## config.mk

```make
export PLATFORM = sky130hd
export DESIGN_NAME = fifo_rd_stream
export DESIGN_NICKNAME = d
export VERILOG_FILES = /design/src/rtl/fifo_rd_stream.sv
export SDC_FILE = /design/constraint.sdc
export NUM_CORES = 1
export LEC_CHECK = 0
export CELL_PAD_IN_SITES_DETAIL_PLACEMENT = 0
export CELL_PAD_IN_SITES_GLOBAL_PLACEMENT = 1
export CORE_AREA = 8 8 102 104
export CTS_CLUSTER_DIAMETER = 150
export DETAILED_ROUTE_END_ITERATION = 10
export DIE_AREA = 0 0 110 112
export PLACE_DENSITY_LB_ADDON = 0.1
export SETUP_SLACK_MARGIN = 0.15
export SLEW_MARGIN = 30
export SYNTH_ARGS = -nofsm -noshare
export SYNTH_HDL_FRONTEND = slang
export SYNTH_SLANG_ARGS = --single-unit
```

## constraint.sdc

```tcl
create_clock -name i_clk -period 4.9 [get_ports i_clk]
set_input_delay 1.225 -clock i_clk [delete_from_list [all_inputs] [get_ports i_clk]]
set_output_delay 1.225 -clock i_clk [all_outputs]
set_load 0.005 [all_outputs]
```

## src/rtl/fifo_rd_stream.sv

```systemverilog
// Pulls words from a registered-output FIFO read port and presents them as a valid/ready stream
// through a 2-entry skid buffer, counting completed transfers.
module fifo_rd_stream #(
    parameter int unsigned DATA_WIDTH = 32,
    parameter int unsigned CNT_WIDTH  = 16
) (
    input  logic                  i_clk,
    input  logic                  i_rst_n,
    output logic                  o_fifo_rd_en,
    input  logic [DATA_WIDTH-1:0] i_fifo_rd_data,
    input  logic                  i_fifo_rd_empty,
    output logic                  o_valid,
    output logic [DATA_WIDTH-1:0] o_data,
    input  logic                  i_ready,
    output logic [CNT_WIDTH-1:0]  o_xfer_cnt
);

    localparam logic [CNT_WIDTH-1:0] CntOne = CNT_WIDTH'(1);

    typedef enum logic [1:0] {
        StEmpty = 2'd0,
        StOne   = 2'd1,
        StTwo   = 2'd2
    } state_e;

    state_e                r_state;
    state_e                w_state_nxt;
    logic                  r_pending;
    logic                  r_run;
    logic [DATA_WIDTH-1:0] r_head;
    logic [DATA_WIDTH-1:0] r_tail;
    logic [DATA_WIDTH-1:0] w_head_nxt;
    logic [DATA_WIDTH-1:0] w_tail_nxt;
    logic [CNT_WIDTH-1:0]  r_xfer_cnt;

    logic                  w_pop;
    logic                  w_push;
    logic [1:0]            w_entries;
    logic [1:0]            w_occ;

    assign o_valid    = (r_state != StEmpty);
    assign o_data     = r_head;
    assign o_xfer_cnt = r_xfer_cnt;

    // Occupancy counts in-flight reads and credits a word leaving this cycle, so a full
    // buffer that is draining can still request and sustain one word per cycle.
    always_comb begin
        w_pop     = o_valid && i_ready;
        w_push    = r_pending;
        w_entries = 2'd0;
        unique case (r_state)
            StEmpty: w_entries = 2'd0;
            StOne:   w_entries = 2'd1;
            StTwo:   w_entries = 2'd2;
            default: w_entries = 2'd0;
        endcase
        w_occ        = w_entries + {1'b0, r_pending} - {1'b0, w_pop};
        // r_run holds off requests until the first edge after reset release.
        o_fifo_rd_en = r_run && !i_fifo_rd_empty && (w_occ < 2'd2);
    end

    always_comb begin
        w_state_nxt = r_state;
        w_head_nxt  = r_head;
        w_tail_nxt  = r_tail;
        unique case (r_state)
            StEmpty: begin
                if (w_push) begin
                    w_head_nxt  = i_fifo_rd_data;
                    w_state_nxt = StOne;
                end
            end
            StOne: begin
                if (w_push && w_pop) begin
                    w_head_nxt = i_fifo_rd_data;
                end else if (w_push) begin
                    w_tail_nxt  = i_fifo_rd_data;
                    w_state_nxt = StTwo;
                end else if (w_pop) begin
                    w_state_nxt = StEmpty;
                end
            end
            StTwo: begin
                if (w_pop) begin
                    w_head_nxt  = r_tail;
                    w_state_nxt = StOne;
                end
            end
            default: w_state_nxt = StEmpty;
        endcase
    end

    always_ff @(posedge i_clk or negedge i_rst_n) begin
        if (!i_rst_n) begin
            r_state    <= StEmpty;
            r_pending  <= 1'b0;
            r_run      <= 1'b0;
            r_head     <= '0;
            r_tail     <= '0;
            r_xfer_cnt <= '0;
        end else begin
            r_state   <= w_state_nxt;
            r_pending <= o_fifo_rd_en;
            r_run     <= 1'b1;
            r_head    <= w_head_nxt;
            r_tail    <= w_tail_nxt;
            if (w_pop) begin
                r_xfer_cnt <= r_xfer_cnt + CntOne;
            end
        end
    end

    // A landing read while both entries are occupied would overwrite or drop a word.
    ast_no_push_in_two: assert property (@(posedge i_clk) disable iff (!i_rst_n)
        !(r_pending && (r_state == StTwo)));

endmodule
```

# Word level (Yosys, flattened, before mapping)

Cells that the tools add are included.
Widths: inputs -> output; s select.

Memories kept: 0
Bits in writable memories: 0
ROM bits: 0
Input bits: 36
Latch bits: 0
Logic and storage cells: 40
Register bits after elaboration: 84

Bitwise operators: 1
Order comparisons: 1
Div/mod/pow operators: 0
Multiply operators: 0
Multiplexer cells: 11
Reduce and logical (&&, ||, !) cells: 11
$add $sub $neg: 3
Shift operators: 0
Equal/unequal tests: 7

Operators by type and width:

| kind                  | number |
|---|---|
| $mux 32               | 3 |
| $pmux 32 s3           | 1 |
| $add 16x1->16 const B | 1 |
| $mux 2                | 5 |
| $ne 2x2->1 const B    | 4 |
| $reduce_and 4->1      | 2 |
| $pmux 2 s3            | 1 |
| $logic_and 1x1->1     | 4 |
| $pmux 2 s2            | 1 |
| $ne 3x3->1 const B    | 1 |
| $reduce_and 3->1      | 1 |
| $reduce_bool 3->1     | 1 |
| $add 2x1->2           | 1 |
| $eq 2x1->1 const B    | 1 |
| $eq 2x2->1 const B    | 1 |
| $logic_not 2->1       | 1 |
| $lt 2x2->1 const B    | 1 |
| $reduce_bool 2->1     | 1 |
| $sub 2x1->2           | 1 |
| $logic_not 1->1       | 1 |
| $not 1->1             | 1 |

# Logic depth before layout (Yosys ltp)

Depth after elaboration: 6
Gate-level depth with buffers: 7

# Least setup slack after synthesis

No wires, ideal clock.

Path type: input to output
Start: input port i_ready
End: output port o_fifo_rd_en
Required time: 3.675 ns
Arrival: 1.799 ns
Stages on the path: 4
Slack: 1.876 ns
Cell sequence: buf_6 -> nand2b_1 -> mux2i_1 -> a221oi_1

Word-level cells in the longest chain between the ends: 4

Ends and longest elaborated chain:

| item              | line | text |
|---|---|---|
| start, declared   | 14   | `input logic i_ready,` |
| $logic_and 1x1->1 | 48   | `w_pop = o_valid && i_ready;` |
| $sub 2x1->2       | 57   | `w_occ = w_entries + {1'b0, r_pending} - {1'b0, w_pop};` |
| $lt 2x2->1        | 59   | `o_fifo_rd_en = r_run && !i_fifo_rd_empty && (w_occ < 2'd2);` |
| $logic_and 1x1->1 | 59   |  |
| end, declared     | 9    | `output logic o_fifo_rd_en,` |

Every way passes these cells.

# Worst setup path in the final report

Same ends and word-level chain as after synthesis.

==> impl_metrics.tcl <==
set metrics [dict create \
    hold_buffers 0 \
    start_kind "primary input" \
    grt_pass1_wl_mm 12.46 \
    clk_pin_slew_worst_paths_ps 70 \
    status "finished clean" \
    hold_viol_final 0 \
    p_sw_share_pct 27.73 \
    critPathMaxFanout 10 \
    synth_seq_area_share_pct 56.60 \
    io_pins 86 \
    synth_nets 330 \
    drc 0 \
    drt_first_pass_iters 4 \
    timing.final.crit_share_pct 86.03 \
    endpoint_kind "primary output" \
    slew_viol_final 0 \
    grt_usage_pct 12.89 \
    wl_per_cell_um 15.39 \
    syn2layout_area_growth_pct 27.46 \
    chipHeight_um 112 \
    crit_arrival_ps 2990 \
    grt_overflow 0 \
    multi_input_area_um2 1411 \
    port_buffers 85 \
    gp_congestion 0.6944 \
    yosys_warnings 0 \
    ctsLongestPathBuffers 2 \
    h-tree-depth 3 \
    antenna_found_initial 0 \
    avgSynthCellArea_um2 12.67 \
    finalWirelength_mm 7.556 \
    leakage_uw 0.001891 \
    dieArea_um2 12320 \
    final_layout_size_suffix_gt1_share_pct 16.05 \
    drt-initial-drc-count 47 \
    critPathKind "primary input to primary output" \
    cts-root-buf "clkbuf_8" \
    post-cts-setup-buffer-count 0 \
    cts_resized 0 \
    num_rows 35 \
    routed_via_density 4.855 \
    fin_crit_ps 4216 \
    setup_violations 0 \
    stdcell_area_um2 4733 \
    hp-class "flip-flop to flip-flop" \
    netlist_instances 293 \
    tightest_slew_ps 895.0 \
    crit_required_ps 3670 \
    clock_latency_ps 340 \
    register_area_um2 2102 \
    fmaxAchievable_mhz 237.2 \
    p_int_uw 1498 \
    netlist_area_um2 3714 \
    p_sw_uw 574.5 \
    relSlewSlack_pct 40.33 \
    cts_buffers 9 \
    fin_hold_ws_ps 480.3 \
    initial_core_util_pct 41.77 \
    grt_setup_unrepaired "false" \
    combPwrFrac_pct 27.9 \
    nFillCells 819 \
    p_clk_share_pct 20.8 \
    post-route-util_pct 53.24 \
    synth_cell_types 30 \
    first_global_vias 2501 \
    dpl_cell_area_um2 4566 \
    final_cells 491 \
    finClkSkew_ps 9.698 \
    finalSetupTns_ps 0 \
    core-area_um2 8890 \
    drv_cap 0 \
    cts_tree "done" \
    vias 2384 \
    cts.sinks 84 \
    powerDensity_nw_per_um2 437.8 \
    hpwl_mm 5.221 \
    seqPwrFrac_pct 51.3 \
    n_antenna_cell 0 \
    nets 413 \
    ir_drop_v 0.0002080 \
    die_w_um 110 \
    place_inst 476 \
    grt_max_degree 52 \
    ys_ff_latch 84 \
    drtAntennaViolNets 0 \
]
synthesized netlist by cell type:
| cell | instances | area (um^2) |
|---|---|---|
| o2111ai_1 | 1 | 8.760 |
| nor2b_1 | 1 | 6.260 |
| and2_4 | 1 | 8.760 |
| a22o_1 | 1 | 8.760 |
| nand2_1 | 5 | 18.77 |
| a221oi_1 | 1 | 8.760 |
| nor2_1 | 40 | 150.1 |
| dfrtp_1 | 84 | 2102 |
| o211ai_2 | 1 | 12.51 |
| mux2_2 | 31 | 349.1 |
| or2_1 | 1 | 6.260 |
| xor2_1 | 4 | 35.03 |
| nand2b_4 | 1 | 13.76 |
| mux2_1 | 2 | 22.52 |
| xnor2_1 | 11 | 96.34 |
| or2_4 | 1 | 8.760 |
| nand3_1 | 2 | 10.01 |
| buf_4 | 1 | 7.510 |
| ha_1 | 1 | 12.51 |
| nand4_1 | 6 | 37.54 |
| nor3_2 | 2 | 20.02 |
| nor2b_4 | 2 | 27.53 |
| nand2b_1 | 3 | 18.77 |
| nor2b_2 | 1 | 8.760 |
| mux2i_1 | 33 | 330.3 |
| conb_1 | 1 | 3.750 |
| buf_6 | 17 | 191.4 |
| a21oi_1 | 35 | 175.2 |
| inv_1 | 2 | 7.510 |
| o22ai_1 | 1 | 6.260 |
flip-flops by register name, summed over array words and instances (netlist names):
name,count
o_data,32
r_tail,32
o_xfer_cnt,16
r_state,2
r_pending,1
r_run,1
power by group through the flow:
stage / logic [uW] / clock network (uW) / registers, uW
final: 578 / 430 / 1060
after global routing: 636 / 481 / 1100
after CTS: 595 / 452 / 1070
after detailed placement: 593 / 0 / 1080
after global placement: 579 / 0 / 1070
after floorplan: 297 / 0 / 1060
cell families (layout without fill, tap and decap cells):
kind of cell	Yosys count	in the layout	share of synthesized area, %
flops	84	84	56.60
buf+inv	20	107	5.559
simple gates	66	66	9.030
mux	66	66	18.90
xor+xnor	15	15	3.538
fa+ha+maj	1	1	0.3369
other cells	1	1	0.1010
compound gates	40	40	5.930
per-layer routing:
layer	track usage, %	up-vias	wire, um
met3	4.159	10	471
met2	19.31	56	3405
met5	0	-	0
li1	-	1174	-
met1	16.55	1144	3570
met4	5.405	0	109
metrics by stage:
stage,worst slack (ps),power (uW)
5_1_grt,552.0,2217
3_5_place_dp,653.2,1674
3_3_place_gp,717.6,1652
4_1_cts,650.8,2113
6_report,684.3,2072
2_1_floorplan,1876,1353
critical path, cell delays in order:
cell             delay, ps
clkdlybuf4s50_1        670
nand2b_1               150
mux2i_1                 60
a221oi_1               310
clkdlybuf4s50_1        570
final timing paths:
path / cells past startpoint / end / slack, ps / startpoint
setup / recovery: 5 / o_fifo_rd_en / 680 / i_ready
hold / removal: 1 / o_xfer_cnt[15] / 480 / o_xfer_cnt[15]
setup reg to reg: 5 / o_data[11] / 2880 / r_state[1]
hold reg to reg: 1 / o_xfer_cnt[15] / 480 / o_xfer_cnt[15]
max in group asynchronous: 2 / o_xfer_cnt[2] / 3060 / i_rst_n
min in group asynchronous: 1 / o_data[3] / 900 / i_rst_n
final cells by class:
class                           instances  share of cell area, %
Inverter                                2                 0.1586
Sequential cell                        84                  44.41
Multi-Input combinational cell        189                  29.82
Tap cell                              111                  2.934
Clock buffer                           11                  2.987
Timing Repair Buffer                   90                  19.14
Clock inverter                          4                 0.5551
cells in the final DEF (no fill, tap or decap), drive strengths merged:
master	n
ha	1
a22o	1
or2	2
inv	2
mux2	33
mux2i	33
o211ai	1
and2	1
buf	6
conb	1
clkinvlp	1
xnor2	11
nand4	6
clkinv	3
clkbuf	11
o2111ai	1
a221oi	1
nor2b	4
dfrtp	84
nand2b	4
nor2	40
nor3	2
clkdlybuf4s50	84
xor2	4
a21oi	35
nand2	5
nand3	2
o22ai	1
Power figures use the tool's default switching activity.
